[src/rtl/regfile_scoreboard.sv]
// Integer register file with x0 hardwired to zero, a post-reset clear sequencer,
// a per-register pending-write scoreboard and an optional write-to-read bypass.
module regfile_scoreboard #(
  parameter int XLEN   = 32,
  parameter int NREGS  = 32,
  parameter int AW     = 5,
  parameter int BYPASS = 1
) (
  input  logic            clk,
  input  logic            rst,
  input  logic [AW-1:0]   rs1_addr,
  input  logic [AW-1:0]   rs2_addr,
  output logic [XLEN-1:0] rs1_val,
  output logic [XLEN-1:0] rs2_val,
  output logic            rs1_busy,
  output logic            rs2_busy,
  input  logic            claim_en,
  input  logic [AW-1:0]   claim_addr,
  input  logic            wr_en,
  input  logic [AW-1:0]   wr_addr,
  input  logic [XLEN-1:0] wr_data,
  output logic            ready,
  output logic [AW:0]     pending_cnt
);

  typedef enum logic {
    ST_INIT = 1'b0,
    ST_RUN  = 1'b1
  } state_t;

  state_t          r_state;
  state_t          w_state_next;
  logic [AW-1:0]   r_idx;
  logic [AW-1:0]   w_idx_next;
  logic [XLEN-1:0] r_regs [NREGS];
  logic [NREGS-1:0] r_sb;
  logic [NREGS-1:0] w_sb_next;
  logic [AW:0]     w_cnt;
  logic            w_run;
  logic            w_wr_ok;
  logic            w_claim_ok;
  logic [1:0][AW-1:0] w_raddr;

  assign w_run      = (r_state == ST_RUN);
  assign w_wr_ok    = w_run && wr_en && (wr_addr != '0);
  assign w_claim_ok = w_run && claim_en && (claim_addr != '0);

  always_comb begin
    w_state_next = r_state;
    w_idx_next   = r_idx;
    case (r_state)
      ST_INIT: begin
        w_idx_next = r_idx + AW'(1);
        if (r_idx == AW'(NREGS - 1)) begin
          w_state_next = ST_RUN;
        end
      end
      ST_RUN: begin
      end
      default: begin
        w_state_next = ST_INIT;
      end
    endcase
  end

  always_ff @(posedge clk) begin
    if (rst) begin
      r_state <= ST_INIT;
      r_idx   <= AW'(1);
    end else begin
      r_state <= w_state_next;
      r_idx   <= w_idx_next;
    end
  end

  // Storage is never reset directly; the INIT sweep zeroes it one entry per cycle.
  always_ff @(posedge clk) begin
    if (!rst) begin
      if (r_state == ST_INIT) begin
        r_regs[r_idx] <= '0;
      end else if (w_wr_ok) begin
        r_regs[wr_addr] <= wr_data;
      end
    end
  end

  // A claim beats a same-address write: the newer producer keeps the register pending.
  assign w_sb_next[0] = 1'b0;
  generate
    for (genvar gi = 1; gi < NREGS; gi++) begin : g_sb
      assign w_sb_next[gi] = (w_claim_ok && (claim_addr == AW'(gi))) ? 1'b1 :
                             (w_wr_ok && (wr_addr == AW'(gi)))       ? 1'b0 :
                             r_sb[gi];
    end
  endgenerate

  always_ff @(posedge clk) begin
    if (rst) begin
      r_sb <= '0;
    end else begin
      r_sb <= w_sb_next;
    end
  end

  always_comb begin
    w_cnt = '0;
    for (int i = 1; i < NREGS; i++) begin
      w_cnt = w_cnt + {{AW{1'b0}}, r_sb[i]};
    end
  end

  assign w_raddr = {rs2_addr, rs1_addr};

  generate
    for (genvar gi = 0; gi < 2; gi++) begin : g_rd
      logic [XLEN-1:0] w_val;
      logic            w_busy;
      always_comb begin
        w_val  = '0;
        w_busy = 1'b0;
        if (w_run && (w_raddr[gi] != '0)) begin
          if ((BYPASS != 0) && w_wr_ok && (wr_addr == w_raddr[gi])) begin
            // Busy shows the post-edge scoreboard: only a same-cycle claim keeps it set.
            w_val  = wr_data;
            w_busy = w_claim_ok && (claim_addr == w_raddr[gi]);
          end else begin
            w_val  = r_regs[w_raddr[gi]];
            w_busy = r_sb[w_raddr[gi]];
          end
        end
      end
    end
  endgenerate

  assign rs1_val     = g_rd[0].w_val;
  assign rs1_busy    = g_rd[0].w_busy;
  assign rs2_val     = g_rd[1].w_val;
  assign rs2_busy    = g_rd[1].w_busy;
  assign ready       = w_run;
  assign pending_cnt = w_cnt;

endmodule
[config.mk]
export PLATFORM = sky130hd
export DESIGN_NAME = regfile_scoreboard
export DESIGN_NICKNAME = d
export VERILOG_FILES = /design/src/rtl/regfile_scoreboard.sv
export SDC_FILE = /design/constraint.sdc
export NUM_CORES = 1
export LEC_CHECK = 0
export BUFFER_PORTS_ARGS = -buffer_cell sky130_fd_sc_hd__buf_2
export CORE_MARGIN = 5
export CORE_UTILIZATION = 65
export CTS_CLUSTER_DIAMETER = 50
export DETAILED_ROUTE_END_ITERATION = 10
export GPL_TIMING_DRIVEN = 0
export PLACE_DENSITY = 0.79
export RECOVER_POWER = 50
export REMOVE_ABC_BUFFERS = 1
export SLEW_MARGIN = 40
export SYNTH_ARGS = -nofsm -noshare
export SYNTH_HDL_FRONTEND = slang
export SYNTH_SLANG_ARGS = --single-unit
[constraint.sdc]
create_clock -name clk -period 10.9 [get_ports clk]
set_clock_uncertainty 0.05 [all_clocks]
set_input_delay 2.725 -clock clk [delete_from_list [all_inputs] [get_ports clk]]
set_output_delay 2.725 -clock clk [all_outputs]
set_load 0.05 [all_outputs]
==> impl_metrics.tcl <==
set metrics [dict create \
    status "complete, but fails checks" \
    failed_checks "capacitance limit, slew limit" \
    place.gp.congestion 0.876 \
    finish.utilization 0.756 \
    hold_path.class "register to register" \
    crit_slowest_cell "nor3_2" \
    drc 0 \
    cpMostUsedCell "buf_2" \
    cts_sinks 1061 \
    ys_seq_area_frac 0.613 \
    antenna_found_initial 1 \
    tightest_slew_ps 2010 \
    grt_pass1_wl_um 228000 \
    p_int_uw 6810 \
    most-common-layout-cells "1024 x edfxtp_1, 490 x mux4_2, 171 x mux2i_1" \
    cts-root-buf "clkbuf_16" \
    finalSetupViolCount 0 \
    drt_iter0_markers 5250 \
    p_sw_uw 2000 \
    port_buffers 128 \
    p_total_uw 8810 \
    p_leak_uw 0.0184 \
    num_vias 33000 \
    routed_wl_um 156000 \
    hold_viol 0 \
    clk_path_buf_depth 3 \
    cts-resized-gates 0 \
    synthXorXnorAreaFrac 0.00444 \
    dieArea_mm2 0.0847 \
    synthSimpleGateAreaFrac 0.0291 \
    async_reset_ff_frac 0 \
    die_w_um 291 \
    overflow 0 \
    die_h_um 291 \
    ys_warn_count 0 \
    setup_ws_ps 1700 \
    setup_tns_ps 0 \
    cp_cell_sequence "buf_8 -> buf_16 -> buf_16 -> xnor2_1 -> nand3_1 -> nor3_2 -> buf_4 -> buf_2 -> buf_2 -> buf_2 -> buf_2 -> a211o_1 -> buf_2" \
    period_share 0.844 \
    cts_tree "done" \
    combPwrFrac 0.071 \
    fmax_mhz 109 \
    cts_setup_buffers 0 \
    dp_cells 3967 \
    pin_count 129 \
    cp-startpoint "rs1_addr[0]" \
    synth-compound-area-share 0.0633 \
    drt_pass1_iterations 8 \
    preCtsSetupSlack_ps 1870 \
    power_frac_clock 0.421 \
    clk_latency_ps 690 \
    start_util 0.653 \
    core_area_mm2 0.0786 \
    grt_max_degree 67 \
    n_fill_cell 4124 \
    synthAdderAreaFrac 0.0112 \
    track_usage 0.366 \
    rows 103 \
    arrival_ps 6420 \
    ir_drop_mv 0.154 \
    via_per_inst 7.90 \
    synth_edf_count 1024 \
    grt_pass1_vias 33700 \
    power_density_mw_per_mm2 148 \
    wl_per_cell_um 37.4 \
    htree_levels 3 \
    synth_flop_cell "edfxtp_1" \
    required_ps 8120 \
    worst-path-buf-inv 9 \
    synth_top_family_by_area "multiplexers" \
    dp_hpwl_um 96500 \
    layout_commonest_cell "edfxtp_1" \
    area_growth_pct 15.7 \
    slew_viol_final 223 \
    slew_headroom -0.340 \
    crit_fanout 52 \
    ys_ff_latch 1061 \
    sw_frac_of_total 0.227 \
    critPathMaxStageDelay_ps 440 \
    cts_buffers 111 \
    holdBufCountCts 0 \
    rr_startpoint "ready" \
    synth.area.mux_share 0.250 \
    crit_type "input port to primary output" \
    path_clk_slew_ps 60 \
    critPathLaunchType "input port" \
    pwr-share-seq 0.508 \
    cp_top_family "buffers and inverters" \
    syn_area_mm2 0.0513 \
    ant_nets 0 \
    syn_inst 2853 \
    cap_violations 8 \
    rsz0062_at_grt "false" \
    r2r_setup_slack_ps 4950 \
    endpoint_kind "primary output" \
    synth.distinct_cells 53 \
    worstHoldStart "r_sb[25]" \
    fin_nets 3118 \
    fin_cells 4175 \
    syn_avg_cell_area_um2 18.0 \
    drive_above_1_share 0.320 \
    final.min_clock_period_ps 9200 \
]
[cells by family (layout without fill, tap and decap cells)]
group	after synthesis	in the layout
buf+inv	293	564
mux	668	668
compound gates	478	478
other cells	0	1
fa+ha+maj	32	32
xor+xnor	26	26
simple gates	295	295
flops	1061	1061
[per-stage QoR]
step / area [µm²] / hold slack [ps]
after CTS: 59500 / 470
after global placement: 52000 / 450
after global routing: 59400 / 506
after floorplan: 50100 / 414
after detailed placement: 55900 / 455
final: 59400 / 466
[final timing paths]
check	end	depth (start not counted)
worst max-delay path	rs1_val[26]	13
worst min-delay path	r_sb[25]	2
worst max register to register	r_regs[7][28]	8
worst min register to register	r_sb[25]	2
[metal layers]
layer,vias up,wire length [µm],GRT usage
met1,16700,50800,0.490
met5,-,0,0
met3,718,22300,0.102
met4,0,10200,0.187
li1,12500,-,-
met2,3044,72800,0.564
[tightest hold or removal path: stages, from the launching register on]
cell and delay (ps):
dfxtp_1 330, o21ai_0 80, a21oi_1 60
[power groups by stage]
stage               Clock [µW]  Combinational (µW)  Sequential [µW]
CTS                       3710                 622             4470
global placement             0                 628             4550
finish                    3710                 629             4470
global route              3910                 651             4470
detailed placement           0                 612             4550
floorplan                    0                 287             4550
[flip-flops by register name, indices dropped and copies added, names as in the netlist]
name	count
r_sb	31
ready	1
r_regs	1024
r_idx	5
[final cells by class]
class	count	area, µm²	share of cell area
Timing Repair Buffer	303	4190	0.0706
Multi-Input combinational cell	1499	18700	0.314
Inverter	54	205	0.00345
Sequential cell	1061	31500	0.530
Antenna cell	1	2.50	0.0000421
Clock buffer	134	2910	0.0489
Tap cell	1050	1310	0.0221
Clock inverter	73	634	0.0107
[Yosys cell counts (2+ instances only)]
cell type | n | area, µm²
a2111oi_0 | 33 | 289
a211o_1 | 32 | 280
a211oi_1 | 35 | 263
a21o_1 | 2 | 15.0
a21oi_1 | 70 | 350
a221oi_1 | 65 | 569
a22oi_1 | 32 | 240
and2_1 | 33 | 206
and3_1 | 3 | 18.8
and3b_1 | 2 | 17.5
buf_1 | 13 | 48.8
buf_2 | 61 | 305
buf_4 | 48 | 360
buf_6 | 15 | 169
clkbuf_1 | 101 | 379
dfxtp_1 | 37 | 741
edfxtp_1 | 1024 | 30700
fa_1 | 23 | 460
ha_1 | 9 | 113
inv_1 | 54 | 203
mux2_2 | 7 | 78.8
mux2i_1 | 171 | 1710
mux4_2 | 490 | 11000
nand2_1 | 82 | 308
nand2b_1 | 12 | 75.1
nand3_1 | 8 | 40.0
nand3b_1 | 3 | 22.5
nor2_1 | 46 | 173
nor2b_1 | 40 | 250
nor3_1 | 39 | 195
nor3b_1 | 6 | 45.0
nor4_1 | 7 | 43.8
o21a_1 | 2 | 15.0
o21ai_0 | 67 | 335
o21ai_1 | 34 | 170
o21bai_1 | 33 | 248
o22ai_1 | 66 | 413
or2_2 | 3 | 18.8
or3_1 | 5 | 31.3
or4_1 | 3 | 22.5
xnor2_1 | 16 | 140
xor2_1 | 10 | 87.6
(Power assumes the default switching activity.)
